===== config.mk =====
export PLATFORM = sky130hd
export DESIGN_NAME = router_fsm
export DESIGN_NICKNAME = d
export VERILOG_FILES = /design/src/rtl/router_pkg.sv /design/src/rtl/router_fsm_addr_mux.sv /design/src/rtl/router_fsm.sv
export SDC_FILE = /design/constraint.sdc
export NUM_CORES = 1
export LEC_CHECK = 0
export ABC_CLOCK_PERIOD_IN_PS = 1290
export CAP_MARGIN = 20
export CORE_MARGIN = 3
export CORE_UTILIZATION = 35
export CTS_CLUSTER_SIZE = 28
export DETAILED_ROUTE_END_ITERATION = 8
export PLACE_DENSITY_LB_ADDON = 0.15
export SETUP_SLACK_MARGIN = 0.2
export SLEW_MARGIN = 20
export SYNTH_ARGS = -nofsm -noshare
export SYNTH_HDL_FRONTEND = slang
export SYNTH_SLANG_ARGS = --single-unit

===== constraint.sdc =====
create_clock -name clock -period 1.29 [get_ports clock]
set_input_delay 0.258 -clock clock [delete_from_list [all_inputs] [get_ports clock]]
set_output_delay 0.258 -clock clock [all_outputs]
set_load 0.01 [all_outputs]

===== src/rtl/router_pkg.sv =====
// Shared types and sizing for the router FSM slice.
// Optional feature: ROUTER_FSM_ADDR_CHECK_EN adds the DROP_PKT state for header address 2'b11.
package router_pkg;

  localparam int unsigned AddrWidth = 2;
  localparam int unsigned NumFifos  = 3;

  typedef enum logic [3:0] {
    StDecodeAddress    = 4'd0,
    StLoadFirstData    = 4'd1,
    StLoadData         = 4'd2,
    StFifoFullState    = 4'd3,
    StLoadAfterFull    = 4'd4,
    StLoadParity       = 4'd5,
    StCheckParityError = 4'd6,
    StWaitTillEmpty    = 4'd7
`ifdef ROUTER_FSM_ADDR_CHECK_EN
    ,
    StDropPkt          = 4'd8
`endif
  } state_e;

endpackage


===== src/rtl/router_fsm_addr_mux.sv =====
// Selects the empty flag and soft reset of the FIFO addressed by the latched header address.
module router_fsm_addr_mux
  import router_pkg::*;
(
  input  logic [AddrWidth-1:0] addr_i,
  input  logic [NumFifos-1:0]  fifo_empty_i,
  input  logic [NumFifos-1:0]  soft_reset_i,
  output logic                 fifo_empty_o,
  output logic                 soft_reset_o
);

  // Address 2'b11 has no FIFO: report not-empty and no soft reset.
  always_comb begin
    fifo_empty_o = 1'b0;
    soft_reset_o = 1'b0;
    case (addr_i)
      2'd0: begin
        fifo_empty_o = fifo_empty_i[0];
        soft_reset_o = soft_reset_i[0];
      end
      2'd1: begin
        fifo_empty_o = fifo_empty_i[1];
        soft_reset_o = soft_reset_i[1];
      end
      2'd2: begin
        fifo_empty_o = fifo_empty_i[2];
        soft_reset_o = soft_reset_i[2];
      end
      default: begin
        fifo_empty_o = 1'b0;
        soft_reset_o = 1'b0;
      end
    endcase
  end

endmodule


===== src/rtl/router_fsm.sv =====
// Router control FSM: sequences header decode, payload load, FIFO-full stalls and parity.
// Optional feature: ROUTER_FSM_ADDR_CHECK_EN drops packets addressed to 2'b11.
module router_fsm
  import router_pkg::*;
(
  input  logic                 clock,
  input  logic                 resetn,
  input  logic                 pkt_valid_i,
  input  logic [AddrWidth-1:0] data_in_i,
  input  logic                 parity_done_i,
  input  logic                 low_pkt_valid_i,
  input  logic                 fifo_full_i,
  input  logic                 fifo_empty_0_i,
  input  logic                 fifo_empty_1_i,
  input  logic                 fifo_empty_2_i,
  input  logic                 soft_reset_0_i,
  input  logic                 soft_reset_1_i,
  input  logic                 soft_reset_2_i,
  output logic                 busy_o,
  output logic                 detect_add_o,
  output logic                 lfd_state_o,
  output logic                 ld_state_o,
  output logic                 laf_state_o,
  output logic                 full_state_o,
  output logic                 write_enb_reg_o,
  output logic                 rst_int_reg_o
);

  state_e               state_q, state_d;
  logic [AddrWidth-1:0] addr_q, addr_d;
  logic [NumFifos-1:0]  fifo_empty_vec;
  logic [NumFifos-1:0]  soft_reset_vec;
  logic                 fifo_empty_addr;
  logic                 soft_reset_addr;

  assign fifo_empty_vec = {fifo_empty_2_i, fifo_empty_1_i, fifo_empty_0_i};
  assign soft_reset_vec = {soft_reset_2_i, soft_reset_1_i, soft_reset_0_i};

  router_fsm_addr_mux u_addr_mux (
    .addr_i       (addr_q),
    .fifo_empty_i (fifo_empty_vec),
    .soft_reset_i (soft_reset_vec),
    .fifo_empty_o (fifo_empty_addr),
    .soft_reset_o (soft_reset_addr)
  );

  // State and captured header address; reset abandons any packet in flight.
  always_ff @(posedge clock or negedge resetn) begin
    if (!resetn) begin
      state_q <= StDecodeAddress;
      addr_q  <= '0;
    end else begin
      state_q <= state_d;
      addr_q  <= addr_d;
    end
  end

  // Next-state logic; a soft reset of the selected FIFO overrides everything.
  always_comb begin
    state_d = state_q;
    addr_d  = addr_q;
    unique case (state_q)
      StDecodeAddress: begin
        if (pkt_valid_i) begin
          addr_d = data_in_i;
          // The header byte itself picks the FIFO, addr_q is not yet valid here.
          case (data_in_i)
            2'd0:    state_d = fifo_empty_vec[0] ? StLoadFirstData : StWaitTillEmpty;
            2'd1:    state_d = fifo_empty_vec[1] ? StLoadFirstData : StWaitTillEmpty;
            2'd2:    state_d = fifo_empty_vec[2] ? StLoadFirstData : StWaitTillEmpty;
`ifdef ROUTER_FSM_ADDR_CHECK_EN
            default: state_d = StDropPkt;
`else
            default: state_d = StDecodeAddress;
`endif
          endcase
        end
      end
      StLoadFirstData: state_d = StLoadData;
      StLoadData: begin
        if (fifo_full_i) begin
          state_d = StFifoFullState;
        end else if (!pkt_valid_i) begin
          state_d = StLoadParity;
        end
      end
      StFifoFullState: begin
        if (!fifo_full_i) begin
          state_d = StLoadAfterFull;
        end
      end
      StLoadAfterFull: begin
        if (parity_done_i) begin
          state_d = StDecodeAddress;
        end else if (low_pkt_valid_i) begin
          state_d = StLoadParity;
        end else begin
          state_d = StLoadData;
        end
      end
      StLoadParity: state_d = StCheckParityError;
      StCheckParityError: state_d = fifo_full_i ? StFifoFullState : StDecodeAddress;
      StWaitTillEmpty: begin
        if (fifo_empty_addr) begin
          state_d = StLoadFirstData;
        end
      end
`ifdef ROUTER_FSM_ADDR_CHECK_EN
      StDropPkt: begin
        if (!pkt_valid_i) begin
          state_d = StDecodeAddress;
        end
      end
`endif
      default: state_d = StDecodeAddress;
    endcase

    if (state_q != StDecodeAddress && soft_reset_addr) begin
      state_d = StDecodeAddress;
    end
  end

  // Moore outputs decoded straight from the state register.
  always_comb begin
    busy_o          = 1'b0;
    detect_add_o    = 1'b0;
    lfd_state_o     = 1'b0;
    ld_state_o      = 1'b0;
    laf_state_o     = 1'b0;
    full_state_o    = 1'b0;
    write_enb_reg_o = 1'b0;
    rst_int_reg_o   = 1'b0;
    unique case (state_q)
      StDecodeAddress: detect_add_o = 1'b1;
      StLoadFirstData: begin
        lfd_state_o = 1'b1;
        busy_o      = 1'b1;
      end
      StLoadData: begin
        ld_state_o      = 1'b1;
        write_enb_reg_o = 1'b1;
      end
      StFifoFullState: begin
        full_state_o = 1'b1;
        busy_o       = 1'b1;
      end
      StLoadAfterFull: begin
        laf_state_o     = 1'b1;
        write_enb_reg_o = 1'b1;
        busy_o          = 1'b1;
      end
      StLoadParity: begin
        write_enb_reg_o = 1'b1;
        busy_o          = 1'b1;
      end
      StCheckParityError: begin
        rst_int_reg_o = 1'b1;
        busy_o        = 1'b1;
      end
      StWaitTillEmpty: busy_o = 1'b1;
      default: begin
        busy_o = 1'b0;
      end
    endcase
  end

endmodule


---- Word-level counts from Yosys, hierarchy flattened ----
Index checks and enable logic that the tools add are counted.
storage, ports and cells
  flip-flop bits (word level) ............. 6
  bits in latches ......................... 0
  bits in writable memories ............... 0
  bits in read-only memories .............. 0
  input port bits ......................... 14
  memories ................................ 0
cells by class
  $add $sub $neg .......................... 0
  multiply operators ...................... 0
  divide/modulo/power cells ............... 0
  order comparisons ....................... 0
  equal/unequal tests ..................... 15
  shift-type cells ........................ 0
  muxes and demuxes ....................... 24
  bitwise operators ....................... 0
  reduce and logical (&&, ||, !) cells .... 9
operator list
  kind                                                                    count
  4-bit case mux with 8 select lines                                      1
  4-bit 2-to-1 mux                                                        6
  4-bit by 3-bit equality test with 1-bit output (second input constant)  4
  3-bit 2-to-1 mux                                                        5
  3-bit != test (second input constant)                                   3
  3-bit case mux with 3 select lines                                      1
  4-bit by 2-bit equality test with 1-bit output (second input constant)  2
  1-bit 2-to-1 mux                                                        8
  1-bit case mux with 3 select lines                                      2
  6-bit OR reduction                                                      1
  2-bit by 1-bit equality test with 1-bit output (second input constant)  2
  2-bit equality test (second input constant)                             2
  4-bit by 1-bit equality test with 1-bit output (second input constant)  1
  2-bit logical NOT                                                       2
  4-bit logical NOT                                                       1
  4-bit != test (second input constant)                                   1
  4-bit AND reduction                                                     1
  4-bit nonzero test                                                      1
  3-bit OR reduction                                                      1
  2-bit 2-to-1 mux                                                        1
  2-bit AND reduction                                                     1
  1-bit logical AND                                                       1

---- Logic depth before layout (Yosys ltp) ----
Gate-level depths: netlist of run 1.
  depth in word-level cells ............... 5
  gate-level depth with buffers ........... 6
  depth with buffers taken out ............ 5

---- Cells and area by module ----
From an unflattened synthesis of run 1, not the netlist that was laid out.
second synthesis, totals
  cell total of the unflattened synthesis .. 60
  area, all modules ....................... 499.2 um^2
modules (own cells, without submodules)
  module               times used  cells each  area an instance (um^2)  seq. area each (um^2)
  router_fsm           1           55          455.4                    125.1
  router_fsm_addr_mux  1           5           43.8                     0.0

---- Least setup slack after synthesis of run 1 ----
Ideal clock, no wire load.
  path kind ............................... register to output
  start ................................... register state_q[0]
  end ..................................... output port write_enb_reg_o
  arrival time ............................ 1.139 ns
  slack ................................... -0.107 ns
  cell stages (with the launch flop) ...... 5
  path buffers ............................ 1
  cell sequence ........................... dfrtp_1 or2_1 buf_6 nor2_1 a21o_1
between the ends
  longest elaborated chain between the ends .. 3
RTL lines
  item                                                                                                                     line               text
  from (decl)                                                                                                              router_fsm.sv:29   state_e state_q, state_d;
  from (signal assigned)                                                                                                   router_fsm.sv:50   state_q <= StDecodeAddress;
  from (signal assigned)                                                                                                   router_fsm.sv:53   state_q <= state_d;
  4-bit by 3-bit equality test with 1-bit output / 4-bit by 2-bit equality test with 1-bit output (equally long branches)  router_fsm.sv:133  unique case (state_q)
  3-bit OR reduction (no line) *                                                                                           -
  1-bit 2-to-1 mux *                                                                                                       router_fsm.sv:133
  to (decl)                                                                                                                router_fsm.sv:25   output logic write_enb_reg_o,
Mark *: on every way between the ends. The rest lies on a longest branch, timed or not.

---- Final worst setup path of run 1 ----
  start ................................... register state_q[2]
  end ..................................... output port busy_o
between the ends
  longest elaborated chain between the ends .. 3
RTL lines
  item                                                                          line               text
  4-bit by 3-bit equality test with 1-bit output, or another cell as far along  router_fsm.sv:133
  6-bit OR reduction (no line) *                                                -
  1-bit 2-to-1 mux *                                                            router_fsm.sv:133
  to (decl)                                                                     router_fsm.sv:19   output logic busy_o,
Marks and branches as above.

==> results.txt, run 1 <==
- 0 antenna diodes ended up in the layout.
- CORE AREA: 1201 µm²
- The floorplan step set the die width to 43.25 µm.
* CTS buffer count: 3
* DRT iter0 DRCs: 11
- Across all layers, the routed design uses 600 vias.
* Cell-by-cell trace of the critical path: or2_4, dlygate4sd2_1
- TritonCTS built the clock tree.
- Broken down by cell family, the worst path's largest delay share belongs to flip-flops.
- In the synthesized netlist, the number of instances is 59.
- Warnings, synthesis: 0
- The internal power of the cells totals 1.222 mW.
- Worst-case vdd ir drop: 1412 µV
* Mean routed wirelength per cell: 14.33 µm
* Setup violators final: 13
- A synthesized cell averages 8.228 µm².
- Derived from the worst setup path, the maximum achievable clock frequency is 0.6848 GHz.
- Clock latency of the later-clocked register in the worst-skew pair: 240 ps
- Post-synthesis net count: 73
- The first global-routing pass estimated 2366 µm of wire.
- Aggregate global-route resource usage: 0.1641
- The die covers 1870 µm².
- The via count of the first global-routing pass is 528.
- The count of nets left with antenna violations once routing finished came out at 0.
* Post-layout net count: 116
* Deepest clock path buffer count: 2
- For this configuration, the core starts out at a cell density of 0.4042.
- Clock slew at the register clock pins of the worst setup and hold paths: 40 ps
- Switching power of the nets: 0.9129 mW
- Post-layout utilization of the core: 0.8177
- Once detailed placement completed, the half-perimeter wirelength came to 1081 µm.
* Clock tree sinks: 5
- Pleak: 0.4363 nW
- The number of max-slew violations in the final report is 0.
- In the final layout, the share of cells above drive strength 1 is 0.5644.
* Status: finished with violations
* Max-cap violations: 0
- Leaving out fill and tap cells, the most frequent cells in the layout are sky130_fd_sc_hd__buf_4, sky130_fd_sc_hd__clkdlybuf4s50_1, sky130_fd_sc_hd__buf_6.
- CP Capture Type: output pin
- Of the total power, combinational logic draws 0.745.
* Iteration count of the initial detailed-routing pass: 4
- Number of buffers and inverters on the critical path: 1
- RD Place Congestion: 0.8552
- Worst Setup Slack, final: -170.3 ps
* Final Hold Viols: 0
- Actual transition at the worst max-transition pin: 251.4 ps
* Maximum number of pins on one net before global-route repair: 9
- In the routed layout, each cell is associated on average with a via count of 5.217.
- For the worst setup path, the data required time is 1030 ps.
- The synthesized netlist contains 28 unique library cells.
- In this run, synthesis produced a sequential element count of 5.
* Syn Std Cell Area: 485.5 µm²
- CTS built an H-tree with a depth of 1.
- Before CTS, the worst setup slack after placement is -351.5 ps.
* Share of the clock period used by the worst path: 1.132
- Std cell rows: 12
- Number of antenna violations at the first check in global routing: 0
- Input and output buffers added on the ports amount to 21.
- Power spread over the standard cell area amounts to 2174 nW/µm².
- Unrepaired setup endpoints after global routing: true
- Clk pwr share: 0.083
- Max incr delay on CP: 380 ps
- Drc violations: 0
* Startpoint kind of the worst setup timing path: register
- Measured against its own limit, the worst slew margin works out to 0.8314.
- The library cell used most frequently in the layout, excluding fill and tap cells, is sky130_fd_sc_hd__buf_4.
- Die Y: 43.25 µm
* Failing checks: negative setup slack
- Shortest clock period the worst path allows after layout: 1460 ps
- For the final database, setup skew stands at 5.249 ps.
- Critical path class: reg2out
- Along the worst path, the maximum fanout reaches 4.
* Root Buffer Master: sky130_fd_sc_hd__clkbuf_4
- Wirelength, routed: 1648 µm
- Post-synthesis sequential area ratio: 0.2577
- Standard cell with the maximum stage delay on the critical path: sky130_fd_sc_hd__dfrtp_1
* Share of total power consumed by net switching: 0.4276
* Area overhead of the layout relative to synthesis: 102.3%
- The total overflow left after global routing is 0.
- Sequential fraction of design power: 0.172
- At the worst endpoint, the arrival time is 1200 ps.
* Boundary Pins: 22
* Type of the most critical hold path: in2async
state kept, by name (all words and copies together) (netlist names):
signal,cells
state_q,3
addr_q,2
worst paths after layout:
kind | from | end | slack, ps | cells after the start
max in group asynchronous | resetn | state_q[1]$_DFFE_PN0P_ | 840 | 1
worst max register to register | state_q[2]$_DFFE_PN0P_ | state_q[1]$_DFFE_PN0P_ | -100 | 5
worst min register to register | addr_q[0]$_DFFE_PN0P_ | addr_q[0]$_DFFE_PN0P_ | 670 | 1
min in group clock | data_in_i[1] | addr_q[1]$_DFFE_PN0P_ | 510 | 2
worst min-delay path | resetn | state_q[2]$_DFFE_PN0P_ | 240 | 1
worst max-delay path | state_q[2]$_DFFE_PN0P_ | busy_o | -170 | 2
cells in the mapped netlist:
library cell,number,area (µm²)
sky130_fd_sc_hd__nand4b_1,1,8.760
sky130_fd_sc_hd__nor2_4,1,11.26
sky130_fd_sc_hd__nor3_1,1,5.000
sky130_fd_sc_hd__nor2b_1,2,12.51
sky130_fd_sc_hd__buf_6,2,22.52
sky130_fd_sc_hd__o31ai_1,1,7.510
sky130_fd_sc_hd__and3_2,1,7.510
sky130_fd_sc_hd__o211ai_2,1,12.51
sky130_fd_sc_hd__nand2_1,4,15.01
sky130_fd_sc_hd__dfrtp_1,5,125.1
sky130_fd_sc_hd__inv_1,3,11.26
sky130_fd_sc_hd__a21o_1,2,15.01
sky130_fd_sc_hd__mux2i_1,2,20.02
sky130_fd_sc_hd__a21oi_1,4,20.02
sky130_fd_sc_hd__buf_2,1,5.000
sky130_fd_sc_hd__or2_1,1,6.260
sky130_fd_sc_hd__a31oi_1,2,12.51
sky130_fd_sc_hd__mux2_2,2,22.52
sky130_fd_sc_hd__a211oi_1,2,15.01
sky130_fd_sc_hd__xor2_1,1,8.760
sky130_fd_sc_hd__nor3b_1,3,22.52
sky130_fd_sc_hd__nand2b_1,2,12.51
sky130_fd_sc_hd__o221ai_2,1,15.01
sky130_fd_sc_hd__o21ai_0,4,20.02
sky130_fd_sc_hd__or2b_1,1,7.510
sky130_fd_sc_hd__nor2_1,7,26.28
sky130_fd_sc_hd__o221ai_1,1,8.760
sky130_fd_sc_hd__and3b_1,1,8.760
per-layer routing:
layer,global-route usage,share of wire,vias up
met4,0.01807,0,0
li1,-,-,297
met3,0.03814,0.055,0
met5,0,0,-
met2,0.2596,0.47,19
met1,0.2306,0.48,284
repair_timing:
item                                    4_1_cts  5_1_grt
resized for setup                            38       27
hold buffers                                  0        0
endpoints found under the setup margin       13       13
pin swaps                                     3       11
buffers inserted                              4        0
power groups by stage:
stage,registers [mW],logic [mW],clock network [mW]
after detailed placement,0.330,1.23,0
after global placement,0.326,1.22,0
after global routing,0.380,1.72,0.199
after CTS,0.334,1.35,0.179
after floorplan,0.311,0.713,0
final,0.366,1.59,0.178
kinds of logic (layout without fill, tap and decap cells):
| kind of cell | after synthesis | in the layout | synth area share |
|---|---|---|---|
| muxes | 4 | 4 | 0.08763 |
| AOI/OAI and AO/OA | 18 | 18 | 0.2603 |
| xor gates and xnor gates | 1 | 1 | 0.01804 |
| DFF | 5 | 5 | 0.2577 |
| and+or+nand+nor | 25 | 25 | 0.2964 |
| buffers and inverters | 6 | 48 | 0.07988 |
final cells by class:
type / count / area, µm²
multi-input combinational: 48 / 437.9
inverter: 3 / 11.26
clock buffer: 4 / 26.28
timing repair buffer: 41 / 361.6
sequential: 5 / 127.6
tap: 14 / 17.52
fill: 71 / 219.0
metrics by stage:
step | std cells | area [µm²] | setup TNS, ps | hold slack [ps] | power, mW
after floorplan | 59 | 495.5 | -264.9 | -37.59 | 1.025
after global placement | 107 | 815.8 | -2871 | 499.3 | 1.541
after detailed placement | 107 | 815.8 | -3080 | 500.7 | 1.557
after CTS | 115 | 868.3 | -1314 | 244.8 | 1.862
after global routing | 115 | 982.2 | -2007 | 240.7 | 2.300
final | 115 | 982.2 | -1253 | 239.6 | 2.135
Power figures use the tool's default switching activity.
==> inputs of run 2 (changes only) <==
PLACE_DENSITY = 0.77   (was unset)
PLACE_DENSITY_LB_ADDON = unset   (was 0.15)
==> run 2 against run 1 <==
Net effect: the flow still finishes with violations (negative setup slack); setup slack got worse by 42 ps; clock power increased by 8%; sequential share of layout area decreased by 0.78 points.
==> results.txt, run 2 (synthesized netlist as in run 1, its figures left out) <==
* Starting Density: 0.4042
- CP Capture Type: output pin
* Worst-case vdd ir drop: 1298 µV
- CTS buffer count: 3
- Overall overflow remaining after global route: 0
- Hold is met by 240.8 ps.
- Clock tree synthesis found a total of 5 sinks.
- At the worst endpoint, the required time is 1030 ps.
- The floorplan step set the die width to 43.25 µm.
- Final Hold Viols: 0
- Largest register FFs: 3
- The number of antenna violations at the first check in global routing is 0.
* Boundary Pins: 22
* Aggregate global-route resource usage: 0.2258
- Entering global routing, the biggest net connects 10 pins.
* Regs by FF count: state_q x3, addr_q x2
* Clock slew at the register clock pins of the worst setup and hold paths: 50 ps
* Overall Power: 2.355 mW
* Worst Setup Slack, final: -211.9 ps
- Mean routed wirelength per cell: 17.80 µm
- Wirelength, routed: 2172 µm
- Dividing total power by cell area gives a power density of 2276 nW/µm².
- Most frequent cells in the layout: sky130_fd_sc_hd__buf_4, sky130_fd_sc_hd__clkdlybuf4s50_1, sky130_fd_sc_hd__buf_6
- Maximum fanout along the worst path: 4
- Share of the clock period used by the worst path: 1.164
- Setup violations remaining at the end of the flow were counted as 13.
- In this run the core area contains 12 standard-cell rows.
- Failing checks: negative setup slack
- Leading cell type in the layout, fill and taps excluded: sky130_fd_sc_hd__buf_4
- Port-buffer cells: 21
- Worst clock skew: 11.45 ps
* Antenna diode count: 0
- Derived from the worst setup path, the maximum achievable clock frequency is 0.6658 GHz.
- Shortest clock period the worst path allows after layout: 1502 ps
- After the last flow step, the layout net total stands at 123.
* Total vias in the final route: 681
* Antenna viol nets, final: 0
- Startpoint kind of the worst setup timing path: register
* Area overhead of the layout relative to synthesis: 113.1%
- In this run the worst hold path is classified as in2async.
- The number of max-slew violations in the final report was 0.
- Arrival time at the worst endpoint: 1240 ps
- Drc violations: 0
- Unrepaired setup endpoints after global routing: true
- The floorplan step defined a die boundary enclosing 1870 µm².
- CTS built an H-tree with a depth of 1.
- state_q holds more flip-flops than any other register.
- Actual transition at the worst max-transition pin: 265.0 ps
- Pleak: 0.4828 nW
- Fraction of layout cells with a size suffix above 1: 0.5741
- Vias in the first global route: 644
- Die Y: 43.25 µm
* Worst slew margin relative to its limit: 0.8183
- CORE AREA: 1201 µm²
- TritonCTS built the clock tree.
- Iteration count of the initial detailed-routing pass: 4
* DRT iter0 DRCs: 32
- Final HPWL DP: 1185 µm
* Clock latency of the later-clocked register in the worst-skew pair: 250 ps
- Max-cap violations: 0
- Root Buffer Master: sky130_fd_sc_hd__clkbuf_4
* Per-cell via count in the routed design: 5.582
- Status: finished with violations
* RD Place Congestion: 0.9192
- Critical path class: reg2out
* First-pass GRT wire length: 3091 µm
- Deepest clock path buffer count: 2
[run 2: final timing paths]
path,from,endpoint,slack (ps),cells after the start
hold reg to reg,addr_q[0]$_DFFE_PN0P_,addr_q[0]$_DFFE_PN0P_,680,1
max in group asynchronous,resetn,state_q[1]$_DFFE_PN0P_,820,1
min in group clock,addr_q[0]$_DFFE_PN0P_,addr_q[0]$_DFFE_PN0P_,680,1
setup / recovery,state_q[2]$_DFFE_PN0P_,write_enb_reg_o,-210,4
setup reg to reg,state_q[2]$_DFFE_PN0P_,state_q[2]$_DFFE_PN0P_,-160,6
hold / removal,resetn,state_q[1]$_DFFE_PN0P_,240,1
[run 2: power breakdown]
group	internal, mW	switching [mW]	total (mW)
Combinational	0.975	0.835	1.81
Clock	0.118	0.0751	0.193
Sequential	0.238	0.114	0.352
[run 2: final cells by class]
| class | count | area (µm²) |
|---|---|---|
| well taps | 14 | 17.52 |
| fillers | 68 | 166.4 |
| flip-flops and latches | 5 | 126.4 |
| multi-input cells | 48 | 440.4 |
| inverters | 3 | 11.26 |
| clock buffers | 4 | 26.28 |
| repair buffers | 48 | 412.9 |
[run 2: critical path, cell delays in order (launching register included)]
cell	delay (ps)
sky130_fd_sc_hd__dfrtp_1	390
sky130_fd_sc_hd__or2_4	290
sky130_fd_sc_hd__nor2_4	100
sky130_fd_sc_hd__a21o_1	90
sky130_fd_sc_hd__buf_2	120
[run 2: what timing repair did]
| item | in CTS | in global routing |
|---|---|---|
| buffers inserted | 4 | 5 |
| cloned | 0 | 1 |
| endpoints found under the setup margin | 13 | 13 |
| gates resized for setup | 45 | 20 |
| pin swaps | 5 | 9 |
| hold buffers | 0 | 0 |
[run 2: per-stage QoR]
| stage | setup TNS, ps | cells | setup WS (ps) | utilization | cell area (µm²) |
|---|---|---|---|---|---|
| after CTS | -1472 | 116 | -210.6 | 0.7594 | 912.1 |
| after global placement | -2965 | 108 | -331.2 | 0.6854 | 823.3 |
| after global routing | -2677 | 122 | -272.9 | 0.8615 | 1035 |
| final | -1985 | 122 | -211.9 | 0.8615 | 1035 |
| after floorplan | -264.9 | 59 | -82.74 | - | 495.5 |
| after detailed placement | -3245 | 108 | -401.3 | 0.6854 | 823.3 |
[run 2: per-layer routing]
metal | GRT usage | vias up | wire (µm)
met5 | 0 | - | 0
met4 | 0.09639 | 0 | 65
met3 | 0.08475 | 6 | 136
met2 | 0.3599 | 37 | 1086
met1 | 0.2663 | 326 | 882
li1 | - | 312 | -
==> inputs of run 3 (changes only) <==
CTS_CLUSTER_SIZE = 14   (was 28)
GPL_ROUTABILITY_DRIVEN = 0   (was unset)
==> results of run 3 <==
No change in the layout: final DEF, timing and power equal those of run 2.
